### src/rtl/controlador_display.sv
// ---------------------------------------------------------------------------
// controlador_display
//
// Time-multiplexed scan controller that shares one 5-bit character decoder
// among N_DIG seven-segment digits. A message buffer of 5-bit character codes
// is written while idle, then shown either fixed (static) or scrolling left.
//
// Ports
//   clk      system clock, rising edge
//   rst_n    asynchronous reset, active low
//   wr_en    buffer write strobe, honoured only while idle
//   wr_addr  buffer write address
//   wr_data  character code to store
//   len      message length, sampled when a start is accepted
//   modo     0 = static, 1 = scroll; sampled when a start is accepted
//   start    begin display (one-cycle pulse)
//   stop     end display, return to idle
//   codigo   character code to the decoder, registered
//   anodo    digit enables, active low, at most one low; bit 0 = leftmost
//   busy     high while a message is being displayed
// ---------------------------------------------------------------------------
module controlador_display #(
    parameter int N_DIG        = 4,
    parameter int PRESC        = 50000,
    parameter int SCROLL_TICKS = 250,
    parameter int MSG_LEN      = 16,
    localparam int AW = $clog2(MSG_LEN),
    localparam int LW = AW + 1,
    localparam int DW = (N_DIG > 1) ? $clog2(N_DIG) : 1,
    localparam int PW = $clog2(PRESC),
    localparam int FW = (SCROLL_TICKS > 1) ? $clog2(SCROLL_TICKS) : 1
) (
    input  logic             clk,
    input  logic             rst_n,
    input  logic             wr_en,
    input  logic [AW-1:0]    wr_addr,
    input  logic [4:0]       wr_data,
    input  logic [LW-1:0]    len,
    input  logic             modo,
    input  logic             start,
    input  logic             stop,
    output logic [4:0]       codigo,
    output logic [N_DIG-1:0] anodo,
    output logic             busy
);

    typedef enum logic [1:0] {
        OCIOSO   = 2'd0,
        ESTATICO = 2'd1,
        ROLAGEM  = 2'd2
    } estado_t;

    estado_t          estado;
    logic [PW-1:0]    presc_cnt;
    logic [DW-1:0]    dig;
    logic [AW-1:0]    offset;
    logic [FW-1:0]    frame_cnt;
    logic [LW-1:0]    len_l;
    logic             primeiro;

    logic [4:0]       msg_buf [MSG_LEN];

    logic             tick;
    logic             fim_quadro;
    logic             avanca;
    logic [DW-1:0]    dig_n;
    logic [AW-1:0]    offset_n;
    logic [LW:0]      soma;
    logic [LW:0]      resto;
    logic [AW-1:0]    idx;
    logic             resto_unused;
    logic [4:0]       codigo_n;
    logic [N_DIG-1:0] anodo_n;
    logic [LW-1:0]    len_clamp;

    assign busy = (estado != OCIOSO);

    // The message buffer has no reset: its contents survive a reset and a
    // stop. Writes are only taken while idle, so a running display never
    // sees its characters change underneath it. A write coinciding with an
    // accepted start lands on the same edge, so the first load already
    // reads the new character.
    always_ff @(posedge clk) begin
        if (wr_en && (estado == OCIOSO)) begin
            msg_buf[wr_addr] <= wr_data;
        end
    end

    // Next-state arithmetic for the scan. The output register is loaded with
    // the digit, offset and character that will be current after this edge,
    // so the display always matches the scan position one clock after a tick.
    // A scroll step decided on a frame-ending tick therefore already affects
    // the leftmost digit of the following frame. The modulo by the latched
    // length handles any length from 1 to MSG_LEN, including lengths shorter
    // than the number of digits.
    always_comb begin
        tick       = (presc_cnt == PW'(PRESC - 1));
        fim_quadro = tick && (dig == DW'(N_DIG - 1));
        avanca     = (estado == ROLAGEM) && fim_quadro &&
                     (frame_cnt == FW'(SCROLL_TICKS - 1));

        dig_n = dig;
        if (tick) begin
            dig_n = (dig == DW'(N_DIG - 1)) ? '0 : dig + DW'(1);
        end

        offset_n = offset;
        if (avanca) begin
            offset_n = ((LW'(offset) + LW'(1)) == len_l) ? '0 : offset + AW'(1);
        end

        soma  = (LW + 1)'(offset_n) + (LW + 1)'(dig_n);
        resto = '0;
        if (len_l != '0) begin
            resto = soma % (LW + 1)'(len_l);
        end
        idx          = resto[AW-1:0];
        resto_unused = ^resto[LW:AW];

        anodo_n  = ~(N_DIG'(1) << dig_n);
        codigo_n = msg_buf[idx];
        if (estado == ESTATICO) begin
            if (LW'(dig_n) < len_l) begin
                codigo_n = msg_buf[AW'(dig_n)];
            end else begin
                anodo_n  = '1;
                codigo_n = '0;
            end
        end

        len_clamp = (len > LW'(MSG_LEN)) ? LW'(MSG_LEN) : len;
    end

    // Control FSM with registered outputs. While idle every scan counter is
    // held at zero and the digits are blanked. An accepted start latches the
    // mode and clamped length and flags the first busy cycle so the first
    // digit is shown without waiting a full dwell period. Stop has priority
    // over start and returns to idle, blanking the display on the same edge.
    always_ff @(posedge clk or negedge rst_n) begin
        if (!rst_n) begin
            estado    <= OCIOSO;
            presc_cnt <= '0;
            dig       <= '0;
            offset    <= '0;
            frame_cnt <= '0;
            len_l     <= '0;
            primeiro  <= 1'b0;
            codigo    <= '0;
            anodo     <= '1;
        end else begin
            case (estado)
                OCIOSO: begin
                    presc_cnt <= '0;
                    dig       <= '0;
                    offset    <= '0;
                    frame_cnt <= '0;
                    primeiro  <= 1'b0;
                    codigo    <= '0;
                    anodo     <= '1;
                    if (start && !stop && (len != '0)) begin
                        estado   <= modo ? ROLAGEM : ESTATICO;
                        len_l    <= len_clamp;
                        primeiro <= 1'b1;
                    end
                end
                default: begin
                    if (stop) begin
                        estado    <= OCIOSO;
                        presc_cnt <= '0;
                        dig       <= '0;
                        offset    <= '0;
                        frame_cnt <= '0;
                        primeiro  <= 1'b0;
                        codigo    <= '0;
                        anodo     <= '1;
                    end else begin
                        presc_cnt <= tick ? '0 : presc_cnt + PW'(1);
                        dig       <= dig_n;
                        offset    <= offset_n;
                        primeiro  <= 1'b0;
                        if ((estado == ROLAGEM) && fim_quadro) begin
                            frame_cnt <= (frame_cnt == FW'(SCROLL_TICKS - 1)) ?
                                         '0 : frame_cnt + FW'(1);
                        end
                        if (primeiro || tick) begin
                            codigo <= codigo_n;
                            anodo  <= anodo_n;
                        end
                    end
                end
            endcase
        end
    end

endmodule
### config.mk
export PLATFORM = sky130hd
export DESIGN_NAME = controlador_display
export DESIGN_NICKNAME = d
export VERILOG_FILES = /design/src/rtl/controlador_display.sv
export SDC_FILE = /design/constraint.sdc
export NUM_CORES = 1
export LEC_CHECK = 0
export ABC_AREA = 1
export CELL_PAD_IN_SITES_DETAIL_PLACEMENT = 1
export CELL_PAD_IN_SITES_GLOBAL_PLACEMENT = 1
export CORE_ASPECT_RATIO = 1.1
export CORE_MARGIN = 2
export CORE_UTILIZATION = 47
export DETAILED_ROUTE_END_ITERATION = 12
export PLACE_DENSITY_LB_ADDON = 0.1
export SLEW_MARGIN = 20
export SYNTH_ARGS = -nofsm -noshare
export SYNTH_HDL_FRONTEND = slang
export SYNTH_SLANG_ARGS = --single-unit
### constraint.sdc
create_clock -name clk -period 10.9 [get_ports clk]
set_input_delay 2.18 -clock clk [delete_from_list [all_inputs] [get_ports clk]]
set_output_delay 2.18 -clock clk [all_outputs]
set_load 0.05 [all_outputs]
==> results of run 1 <==
## registers in the layout, indices dropped and copies added, names as in the netlist
register	cells
primeiro	1
anodo	4
msg_buf	80
presc_cnt	16
len_l	5
offset	4
estado	2
frame_cnt	8
codigo	5
dig	2
## worst max-delay path by stage
stage / from / end / slack, ns / cells past startpoint
6_report: offset[0] / codigo[1] / 1.04 / 71
5_1_grt: offset[0] / codigo[4] / 0.13 / 71
4_1_cts: offset[0] / codigo[1] / 0.92 / 72
3_5_place_dp: offset[0] / codigo[1] / 1.00 / 72
3_3_place_gp: len_l[1] / codigo[1] / 1.61 / 71
2_1_floorplan: offset[0] / codigo[0] / 3.03 / 72
## synth_stat cells (3+ instances only)
| library cell | count |
|---|---|
| clkbuf_1 | 5 |
| o21ai_1 | 6 |
| ha_1 | 29 |
| o22ai_1 | 16 |
| nor2_1 | 94 |
| nor2_2 | 4 |
| buf_4 | 4 |
| dfstp_2 | 4 |
| nand2_1 | 222 |
| buf_6 | 3 |
| inv_1 | 76 |
| or2_2 | 3 |
| buf_2 | 10 |
| nor3_1 | 13 |
| o21ai_0 | 16 |
| nand4_1 | 44 |
| xor2_1 | 6 |
| xnor2_1 | 6 |
| nand2_2 | 8 |
| dfrtp_1 | 43 |
| edfxtp_1 | 80 |
| clkinv_1 | 5 |
| nand3_2 | 11 |
| inv_2 | 10 |
| a21oi_1 | 19 |
| nand3_1 | 64 |
| nor4_1 | 3 |
| nand3b_1 | 4 |
## stage by stage
step                cells  worst slack, ns  utilization  hold slack (ns)  cell area, sq um
global placement     1037             1.61        0.506            0.444              7580
CTS                  1069            0.918        0.541            0.473              8120
global route         1069            0.131        0.542            0.487              8130
floorplan             831             3.03            -            0.433              7160
detailed placement   1037             1.00        0.506            0.460              7580
finish               1069             1.04        0.542            0.470              8130
## final cells by class
type | instances | area, sq um | area share
Inverter | 91 | 342 | 0.0420
Tap cell | 196 | 245 | 0.0302
Clock inverter | 15 | 111 | 0.0137
Timing Repair Buffer | 32 | 310 | 0.0382
Clock buffer | 17 | 425 | 0.0523
Sequential cell | 127 | 3580 | 0.441
Multi-Input combinational cell | 591 | 3110 | 0.383
## cell families after synthesis
group | after synthesis | synth area share
flip-flops | 127 | 0.500
buffers and inverters | 113 | 0.0662
adder cells (fa/ha/maj) | 31 | 0.0563
XOR/XNOR | 12 | 0.0147
AND/OR/NAND/NOR | 478 | 0.306
other | 1 | 0.000524
AO/OA/AOI/OAI | 69 | 0.0557
## metal layers
metal	track usage	vias up	part of all wire
li1	-	2854	-
met1	0.292	2882	0.43
met2	0.462	90	0.53
met3	0.0347	31	0.025
met4	0.0881	0	0.017
met5	0	-	0
## timing repair
item,in CTS,in global routing
resized for setup,0,1
hold buffers,0,0
endpoints found under the setup margin,0,3
==> results.cfg, run 1 <==
[critical_path]
slowest_stage = inv_2
cp.required_ns = 11.21
start_kind = register
cpMostUsedCell = nand2_1
critical_path_buf_inv_count = 11
r2r_start = offset[0]
rrSetupSlack_ns = 1.04
critical_path_arrival_ns = 10.17
critPathMaxStageDelay_ns = 0.52
path_class = reg -> reg
reg2reg_depth = 71
critPathMaxFanout = 21
r2r-end = codigo[1]
end_kind = register
critPathTopFamily = simple AND/OR/NAND/NOR gates

[grt]
grt_pass1_wl_um = 31100
overflow = 0
grt_max_degree = 48
grt.total_usage = 0.249
antenna_found_initial = 0
first_global_vias = 6256

[route]
totalWireLength_um = 19300
route.detailed.drc = 0
dr.first_iter.drc_count = 301
vias_per_cell = 5.48
drtPass1Iterations = 4
drtAntennaViolNets = 0
vias = 5857
wl_per_cell_um = 18.0

[synthesis]
syn_area_sq_um = 7160
netlist_instances = 831
synth_top_area_frac = 0.335
syn-num-nets = 882
synth_edf_count = 80
seq_area_frac_synth = 0.500
syn_avg_cell_area_sq_um = 8.62
synth_ff_type = edfxtp_1
ys_ff_latch = 127
yosysTopAreaCell = edfxtp_1
synthArstFlopShare = 0.370
ys_warn_count = 0
synth_area_leaders = edfxtp_1, dfrtp_1, nand2_1
ys_types = 43

[final_layout]
areaGrowthSynthToFinish_pct = 13.5
layout_common_cells = nand2_1, nor2_1, edfxtp_1, inv_1, nand3_1
n_antenna_cell = 0
drive_above_1_share = 0.0962
fin_nets = 911
nFillCells = 1798
layout_commonest_cell = nand2_1

[floorplan]
initial_core_util = 0.478
coreArea_sq_um = 15000
dieWidth_um = 122
ios = 30
rows = 47
die_area_sq_um = 16200
die_h_um = 133

[placement]
globalplace.congestion = 0.829
post-dp-hpwl_um = 13900
port_buffers = 29

[timing]
maxSlewViolCount = 0
fin_skew_ns = 0.00810
tns_ns = 0
fmax_mhz = 101
rsz0062_at_grt = false
relSlewSlack = 0.336
tightestPinTransition_ns = 0.996
hold_viol = 0
min_period_over_period = 0.905
setup_viol = 0
final.min_clock_period_ns = 9.86

[cts]
insertion_delay_ns = 0.42
tritoncts = yes
cts_max_path_buffers = 2
cts_buffers = 17
post-cts-setup-buffers = 0
path_clk_slew_ns = 0.06
cts_sinks = 127
htree_num_levels = 4
ctsRootBufferMaster = clkbuf_16

[hold_path]
hold_depth = 1
worstHoldStart = frame_cnt[7]
holdPathEnd = frame_cnt[7]
hold_path_class = reg -> reg

[run_status]
status = finished clean

[flow_run]
max_cap_violations = 0
Power of run 1 is left out: the tool's default activity adds up to more than one toggle a clock period on the data nets, which glitch-free logic cannot reach.
==> run 2, diff against run 1 <==
--- a/config.mk
+++ b/config.mk
@@ -11,6 +11,7 @@
 export CORE_ASPECT_RATIO = 1.1
 export CORE_MARGIN = 2
 export CORE_UTILIZATION = 47
+export CTS_CLUSTER_DIAMETER = 60
 export DETAILED_ROUTE_END_ITERATION = 12
 export PLACE_DENSITY_LB_ADDON = 0.1
 export SLEW_MARGIN = 20
==> results of run 2 <==
The final DEF is identical to that of run 1; final timing and power are the same.
Power of run 2 is left out for the same reason.
==> run 3, diff against run 2 <==
--- a/config.mk
+++ b/config.mk
@@ -13,8 +13,10 @@
 export CORE_UTILIZATION = 47
 export CTS_CLUSTER_DIAMETER = 60
 export DETAILED_ROUTE_END_ITERATION = 12
+export GPL_ROUTABILITY_DRIVEN = 0
 export PLACE_DENSITY_LB_ADDON = 0.1
 export SLEW_MARGIN = 20
 export SYNTH_ARGS = -nofsm -noshare
 export SYNTH_HDL_FRONTEND = slang
 export SYNTH_SLANG_ARGS = --single-unit
+export TNS_END_PERCENT = 20
==> results.cfg, run 3 (same netlist as run 1, synthesis figures left out) <==
[final_layout]
regMostFlops = msg_buf
top_regs = msg_buf (80), presc_cnt (16), frame_cnt (8)
nFillCells = 1755
largest_register_ffs = 80
multi_input_area_sq_um = 3110
drive_above_1_share = 0.0939
layout_commonest_cell = nand2_1
seq_area_sq_um = 3580
utilization = 0.547
design_area_sq_um = 8200
areaGrowthSynthToFinish_pct = 14.5
layout_common_cells = nand2_1, nor2_1, edfxtp_1, inv_1, nand3_1
fin_nets = 911
n_antenna_cell = 0

[cts]
cts_resized = 0
postCtsHoldBufs = 0
path_clk_slew_ns = 0.06
post-cts-setup-buffers = 0
ctsRootBufferMaster = clkbuf_16
cts_buffers = 17
cts_max_path_buffers = 2
insertion_delay_ns = 0.42
cts_sinks = 127
tritoncts = yes
htree_num_levels = 4

[route]
wl_per_cell_um = 18.4
drtPass1Iterations = 4
dr.first_iter.drc_count = 292
route.detailed.drc = 0
vias_per_cell = 5.58
totalWireLength_um = 19700
vias = 5966
drtAntennaViolNets = 0

[critical_path]
cp.required_ns = 11.21
critPathMaxFanout = 21
r2r-end = codigo[4]
reg2reg_depth = 70
critical_path_arrival_ns = 10.15
path_class = reg -> reg
start_kind = register
cpMostUsedCell = nand2_1
slowest_stage = inv_2
critPathMaxStageDelay_ns = 0.51
r2r_start = len_l[0]
end_kind = register
rrSetupSlack_ns = 1.05

[floorplan]
die_area_sq_um = 16200
die_h_um = 133
rows = 47
ios = 30
coreArea_sq_um = 15000
initial_core_util = 0.478
dieWidth_um = 122

[placement]
port_buffers = 29
placed_area_sq_um = 7580
post-dp-hpwl_um = 14300

[grt]
grt.total_usage = 0.254
overflow = 0
antenna_found_initial = 0
grt_max_degree = 48
first_global_vias = 6380
grt_pass1_wl_um = 31900

[timing]
tightestPinTransition_ns = 0.960
tns_ns = 0
final.min_clock_period_ns = 9.85
maxSlewViolCount = 0
fin_skew_ns = 0.00903
fmax_mhz = 102
relSlewSlack = 0.359
rsz0062_at_grt = false
hold_ws_ns = 0.469
min_period_over_period = 0.904
hold_viol = 0
setup_viol = 0

[hold_path]
hold_path_class = reg -> reg
hold_depth = 1
worstHoldStart = frame_cnt[7]
holdPathEnd = frame_cnt[7]

[run_status]
status = finished clean

[flow_run]
max_cap_violations = 0
## run 3: cell count changes in the layout (fill, tap and decap cells not counted)
cell and change:
bufinv_16 +3, clkinv_4 -2, inv_6 +1, clkbuf_8 +1, clkinv_1 -1, inv_8 -1, clkinvlp_4 -1, clkbuf_1 +3
clkinv_2 -3
## run 3: area by class of cell
cell class / instances / area share
sequential: 127 / 0.437
multi-input combinational: 591 / 0.379
clock buffer: 21 / 0.0550
inverter: 91 / 0.0417
timing repair buffer: 32 / 0.0379
tap: 196 / 0.0299
clock inverter: 11 / 0.0189
## run 3: worst max-delay path, delay by kind of cell (launching register included)
kind	cells	cell delay, ns
AO/OA/AOI/OAI	8	1.18
adder cells (fa/ha/maj)	7	2.13
buffers and inverters	11	1.44
flip-flops	1	0.49
AND/OR/NAND/NOR	44	4.47
## run 3: per-layer routing
| metal | routed length (um) | track usage |
|---|---|---|
| met2 | 10500 | 0.468 |
| met4 | 376 | 0.0792 |
| met5 | 0 | 0 |
| met3 | 554 | 0.0420 |
| met1 | 8250 | 0.302 |
## run 3: worst max-delay path by stage
stage	end	slack, ns	startpoint	cells past startpoint
after detailed placement	codigo[3]	0.94	offset[0]	71
after CTS	codigo[4]	0.80	len_l[0]	70
after floorplan	codigo[0]	3.03	offset[0]	72
after global placement	codigo[4]	1.61	len_l[0]	70
after global routing	codigo[4]	0.15	presc_cnt[0]	65
final	codigo[4]	1.05	len_l[0]	70
## run 3: stage by stage
stage | setup WS [ns] | instances
floorplan | 3.03 | 831
global placement | 1.61 | 1037
detailed placement | 0.940 | 1037
CTS | 0.801 | 1069
global route | 0.154 | 1069
finish | 1.05 | 1069
Power of run 3 is left out for the same reason.
